[config.mk]
export PLATFORM = sky130hd
export DESIGN_NAME = channel_reduce_unit
export DESIGN_NICKNAME = d
export VERILOG_FILES = /design/src/rtl/channel_reduce_pkg.sv /design/src/rtl/channel_reduce_unit_add.sv /design/src/rtl/channel_reduce_unit.sv
export SDC_FILE = /design/constraint.sdc
export NUM_CORES = 1
export LEC_CHECK = 0
export CORE_AREA = 2 2 98 100
export DETAILED_ROUTE_END_ITERATION = 12
export DIE_AREA = 0 0 100 102
export DONT_BUFFER_PORTS = 1
export GPL_TIMING_DRIVEN = 0
export HOLD_SLACK_MARGIN = 0.05
export PLACE_DENSITY_LB_ADDON = 0.2
export SYNTH_ARGS = -nofsm -noshare
export SYNTH_HDL_FRONTEND = slang
export SYNTH_HIERARCHICAL = 1
export SYNTH_SLANG_ARGS = --single-unit
[constraint.sdc]
create_clock -name clk -period 4.8 [get_ports clk]
set_input_delay 0.96 -clock clk [delete_from_list [all_inputs] [get_ports clk]]
set_output_delay 0.96 -clock clk [all_outputs]
set_load 0.005 [all_outputs]
[src/rtl/channel_reduce_pkg.sv]
// Shared types and default sizing for the channel reduce kernel.
package channel_reduce_pkg;

  localparam int DEFAULT_WIDTH = 32;
  localparam int DEFAULT_COUNT = 4;

  typedef enum logic [3:0] {
    S_INIT     = 4'd0,
    S_SETUP    = 4'd1,
    S_WAIT_IN  = 4'd2,
    S_POP      = 4'd3,
    S_ACC      = 4'd4,
    S_CHECK    = 4'd5,
    S_WAIT_OUT = 4'd6,
    S_PUSH     = 4'd7,
    S_DONE     = 4'd8
  } state_t;

endpackage

[src/rtl/channel_reduce_unit_add.sv]
// Combinational adder used as the accumulator datapath of the reduce kernel.
module channel_reduce_unit_add
  import channel_reduce_pkg::*;
#(
  parameter int WIDTH = DEFAULT_WIDTH
) (
  input  logic [WIDTH-1:0] in0,
  input  logic [WIDTH-1:0] in1,
  output logic [WIDTH-1:0] out
);

  assign out = in0 + in1;

endmodule

[src/rtl/channel_reduce_unit.sv]
// Fixed-length stream reducer: pops COUNT words, pushes their sum once, then holds valid.
// Build option: CHANNEL_REDUCE_SATURATE_EN selects an unsigned saturating accumulator.
module channel_reduce_unit
  import channel_reduce_pkg::*;
#(
  parameter int WIDTH = DEFAULT_WIDTH,
  parameter int COUNT = DEFAULT_COUNT
) (
  input  logic             clk,
  input  logic             rst_n,
  input  logic [WIDTH-1:0] in_out_data,
  input  logic             in_read_ready,
  output logic             in_read_valid,
  output logic [WIDTH-1:0] in_in_data,
  output logic             in_write_valid,
  output logic             in_rst,
  output logic [WIDTH-1:0] out_in_data,
  input  logic             out_write_ready,
  output logic             out_write_valid,
  output logic             out_read_valid,
  output logic             out_rst,
  input  logic [WIDTH-1:0] out_out_data,
  input  logic             out_read_ready,
  output logic             valid
);

  localparam int CNT_W = $clog2(COUNT + 1);
  localparam logic [CNT_W-1:0] CNT_LAST = CNT_W'(COUNT);

  state_t           state_q;
  state_t           state_d;
  logic [WIDTH-1:0] acc_q;
  logic [CNT_W-1:0] cnt_q;
  logic [WIDTH:0]   sum_full;
  logic             unused_ok;

  // The extra top bit of the adder is the carry-out for the saturating build.
  function automatic logic [WIDTH-1:0] acc_limit(input logic [WIDTH:0] sum);
`ifdef CHANNEL_REDUCE_SATURATE_EN
    return sum[WIDTH] ? {WIDTH{1'b1}} : sum[WIDTH-1:0];
`else
    return WIDTH'(sum);
`endif
  endfunction

  channel_reduce_unit_add #(
    .WIDTH(WIDTH + 1)
  ) u_add (
    .in0({1'b0, acc_q}),
    .in1({1'b0, in_out_data}),
    .out(sum_full)
  );

  always_ff @(posedge clk or negedge rst_n) begin
    if (!rst_n) begin
      state_q <= S_INIT;
      acc_q   <= '0;
      cnt_q   <= '0;
    end else begin
      state_q <= state_d;
      if (state_q == S_INIT) begin
        acc_q <= '0;
        cnt_q <= '0;
      end else if (state_q == S_ACC) begin
        acc_q <= acc_limit(sum_full);
        cnt_q <= cnt_q + CNT_W'(1);
      end
    end
  end

  always_comb begin
    state_d         = state_q;
    in_read_valid   = 1'b0;
    out_write_valid = 1'b0;
    valid           = 1'b0;
    case (state_q)
      S_INIT:     state_d = S_SETUP;
      S_SETUP:    state_d = S_WAIT_IN;
      S_WAIT_IN:  if (in_read_ready) state_d = S_POP;
      S_POP: begin
        in_read_valid = 1'b1;
        state_d       = S_ACC;
      end
      S_ACC:      state_d = S_CHECK;
      S_CHECK:    state_d = (cnt_q == CNT_LAST) ? S_WAIT_OUT : S_WAIT_IN;
      S_WAIT_OUT: if (out_write_ready) state_d = S_PUSH;
      S_PUSH: begin
        out_write_valid = 1'b1;
        state_d         = S_DONE;
      end
      S_DONE:     valid = 1'b1;
      default:    state_d = S_INIT;
    endcase
  end

  // The accumulator is presented continuously so it is stable through the push.
  assign out_in_data    = acc_q;
  assign in_in_data     = '0;
  assign in_write_valid = 1'b0;
  assign in_rst         = 1'b0;
  assign out_read_valid = 1'b0;
  assign out_rst        = 1'b0;
  assign unused_ok      = ^{out_out_data, out_read_ready};

endmodule

Yosys cells after proc, flatten, opt, wreduce, memory -nomap -nowiden

Index checks and enable logic that the tools add are counted.
Widths: inputs -> output; s select.

Bits of input ports: 69
Flip-flop bits (word level): 39
Logic and storage cells: 31

Equal/unequal tests: 11
Add/subtract/negate cells: 2
Reduce and logical (&&, ||, !) cells: 3
Mux-type cells: 11
Bitwise gates (word level): 1

Operator list:

| operator            | count |
|---|---|
| $mux 32             | 2 |
| $pmux 4 s9          | 1 |
| $add 32x32->32      | 1 |
| $eq 4x3->1 const B  | 4 |
| $mux 3              | 3 |
| $eq 4x2->1 const B  | 2 |
| $mux 4              | 2 |
| $eq 4x1->1 const B  | 1 |
| $eq 4x4->1 const B  | 1 |
| $logic_not 4->1     | 1 |
| $ne 2x2->1 const B  | 2 |
| $add 3x1->3 const B | 1 |
| $eq 3x3->1 const B  | 1 |
| $mux 1              | 3 |
| $reduce_and 3->1    | 1 |
| $reduce_bool 2->1   | 1 |
| $not 1->1           | 1 |

Longest topological paths before layout

Depth after elaboration: 3
Mapped depth: 11

Hierarchy

Netlist, hierarchy kept.

Modules (own cells, without submodules):

| module                  | area an instance (um^2) | cells an instance | instances |
|---|---|---|---|
| channel_reduce_unit     | 1954.4                  | 213               | 1 |
| channel_reduce_unit_add | 1650.3                  | 232               | 1 |

Least setup slack after synthesis

Ideal clock, no wire load.

Path kind: input -> register
Start point: in in_out_data[0]
End point: reg acc_q[28] (netlist: out_in_data[28])
Stages: 11
Required time: 4683 ps
Arrival: 3012 ps
Setup time: 117 ps
Path slack: 1671 ps
Cells stage by stage: ha_1 fa_1 a211oi_1 o211ai_1 a21boi_1 a22oi_1 a31oi_1 o21ai_0 xor2_1 nand3_1 nand2_1

Longest elaborated chain between the ends: 3

Ends and longest elaborated chain:

| item                 | RTL line                      | RTL |
|---|---|---|
| start, declared      | channel_reduce_unit.sv:11     | `input logic [WIDTH-1:0] in_out_data,` |
| $add 32x32->32       | channel_reduce_unit_add.sv:12 | `assign out = in0 + in1;` |
| via sum_full[28]     | channel_reduce_unit.sv:34     | `logic [WIDTH:0] sum_full;` |
| $mux 32              | channel_reduce_unit.sv:64     | `end else if (state_q == S_ACC) begin` |
| $mux 32              | channel_reduce_unit.sv:61     | `if (state_q == S_INIT) begin` |
| end signal, assigned | channel_reduce_unit.sv:65     | `acc_q <= acc_limit(sum_full);` |
| end, declared        | channel_reduce_unit.sv:32     | `logic [WIDTH-1:0] acc_q;` |

The timed path passes the listed nets, and every way through them passes these cells. The select of a mux whose other input is x is not followed.
A chain may end at the register's enable or synchronous reset.

Final worst setup path

Ends and elaborated chain as after synthesis.

==> summary.txt <==
Yosys
  • Cell count after synthesis: roughly 440
  • Syn. warnings: 6
  • Cell Area, Synth: 3550 um2
  • Mapped Avg Cell Area: approximately 8 um2

Timing
  • Fin crit share: a little over two thirds
  • Fin Hold WS: between 0.3 and 0.4 ns
  • # setup viols final: 0
  • Max Clock Freq: ~0.3 GHz
  • RSZ-0062 raised after global routing: no
  • Fin crit period: ~3.4 ns
  • Layout Skew: around 0.008 ns
  • Final Hold Viols: 0
  • Final setup TNS: 0 ns
  • Final Max Slew Viols: 0

Critical path
  • Critical Path AT: 3.54 ns
  • CP Capture Type: flip-flop
  • Crit-path cells: ha_1 > fa_1 > a211oi_1 > o211ai_1 > a21boi_1 > a22oi_1 > a31oi_1 > o21ai_0 > xor2_1 > nand3_1 > nand2_1
  • CP max stage cell: fa_1
  • CP Launch Type: input port
  • Worst setup path category: in2reg
  • Reg2reg end: out_in_data[28]
  • FF-to-FF Start: out_in_data[0]
  • Worst reg2reg path depth: 11
  • Worst-path fanout max: 4
  • Critical Path RT: 4.98 ns
  • CP top delay family: compound AO/OA/AOI/OAI gates
  • Worst Path Buf+Inv: 0
  • Largest stage delay on the critical path: 0.44 ns
  • Flop2flop setup slack: approximately 1.7 ns

Power and ir drop
  • Peak VDD IR: 286 uV
  • Pwr Total: ~2.1 mW
  • Leak pwr: approximately 2 nW
  • PD cells: 531 nW/um2

Clocking
  • Resize count post-CTS: 0
  • Cts hold-fix bufs: 0
  • CTS tree: yes
  • Postcts setup bufs: 0
  • Deepest clock path buffer count: 2
  • Clock Tree Root: clkbuf_8
  • Worst-skew pair later-pin latency: around 0.29 ns
  • CTS Buf Count: 5
  • CTS H-tree depth: 2
  • CTS clk-pin slew, worst paths: 0.08 ns
  • # clock sinks: 39

Layout
  • Final instance area: 3920 um2
  • Share of cells above drive strength 1: between 10 and 15%
  • FF/Latch Area: between 900 and 1000 um2
  • Nets: ~580
  • Synth-to-layout area growth: 10.4%
  • Final Util: ~43%
  • Ant. Diodes: 0
  • Multi-input logic area: roughly 2300 um2
  • Fill count: between 900 and 1000

Route
  • Drt drc: 0
  • Routed length per instance: roughly 14 um
  • Vias per inst: ~5.1
  • Final WL: approximately 8300 um
  • Iteration-0 DRC Markers: 91
  • Routed Antenna Nets: 0
  • Via Count: between 2000 and 3000
  • Detailed Routing Iterations Pass 1: 4

Global routing
  • Initial antenna violation count: 0
  • Largest net degree at the start of global routing: 40
  • First-pass GRT wire length: 13800 um
  • Total Routing Usage GR: 16.6%
  • Vias in the first global route: 2795
  • Gr ovfl total: 0

Floorplan
  • Core ar.: roughly 9000 um2
  • Initial Utilization: about two fifths
  • Die Span Y: slightly above 100 um
  • Die width: ~100 um
  • I/O pin total: 140
  • Cell Rows: 35
  • Die area: ~10000 um2

Hold path
  • HP Class: in2async

Placement
  • RePlAce Congestion: just over 0.8
  • Buffers added on ports: 0
  • DP HPWL: ~6600 um
  • Dpl cell area: around 3800 um2

Flow run
  • Maximum Capacitance Violations: 0

Status
  • Outcome: completed
power breakdown:
| group | total (mW) | leakage, nW | internal, mW | switching, mW |
|---|---|---|---|---|
| sequential | 0.548 | 0.514 | 0.442 | 0.106 |
| clock | 0.253 | 0.0515 | 0.131 | 0.121 |
| combinational | 1.28 | 1.47 | 0.529 | 0.750 |
worst reg2reg max path, delay by kind of cell (launching register included):
kind                     cells  cell delay [ns]
AO/OA/AOI/OAI                6             1.62
XOR/XNOR                     1             0.16
adder cells (fa/ha/maj)      2             0.69
flip-flops                   1             0.42
AND/OR/NAND/NOR              2             0.16
layer usage:
metal | vias to the layer above | global-route usage (%) | part of all wire, %
li1 | 1541 | - | -
met1 | 1361 | 21.8 | 45
met2 | 82 | 27.0 | 47
met3 | 7 | 5.20 | 7.0
met4 | 0 | 3.58 | 0.75
met5 | - | 0 | 0
worst max-delay path by stage:
stage | slack [ns] | end | cells after the start | from
2_1_floorplan | 1.71 | out_in_data[28] | 11 | in_out_data[0]
6_report | 1.44 | out_in_data[28] | 11 | in_out_data[0]
5_1_grt | 1.34 | out_in_data[28] | 11 | in_out_data[0]
3_3_place_gp | 1.17 | out_in_data[28] | 11 | in_out_data[0]
3_5_place_dp | 1.16 | out_in_data[28] | 11 | in_out_data[0]
4_1_cts | 1.47 | out_in_data[28] | 11 | in_out_data[0]
layout make-up:
| type | instances | share of cell area, % |
|---|---|---|
| multi-input cells | 368 | 57.9 |
| flip-flops and latches | 39 | 24.9 |
| plain buffers | 58 | 10.6 |
| well taps | 111 | 3.55 |
| clock buffers | 8 | 2.56 |
| inverters | 5 | 0.479 |
cells in the final DEF, fill, tap and decap left out, types with 3 or more instances in the layout:
cell type and n:
nor2_1 11, a21o_1 9, buf_4 36, o21bai_1 3
buf_2 6, o2111ai_1 3, nand2_1 91, inv_1 5
nand4_1 7, dfrtp_1 39, a21oi_1 31, conb_1 36
a211oi_1 4, nor2b_1 4, o211ai_1 5, nand3_1 40
buf_8 3, xnor2_1 19, and4_1 3, clkbuf_1 10
a31oi_1 5, xor2_1 12, clkbuf_8 7, ha_1 34
buf_6 3, o21ai_0 18
sequential cells by signal, summed over array words and instances, names as in the netlist:
name / count
cnt_q: 3
out_in_data: 32
state_q: 4
metrics by stage:
step                std cells  setup WS (ns)
global route              589           1.34
global placement          581           1.17
floorplan                 470           1.71
finish                    589           1.44
detailed placement        581           1.16
CTS                       589           1.47
Note: power is estimated with default switching activity, not from simulation.
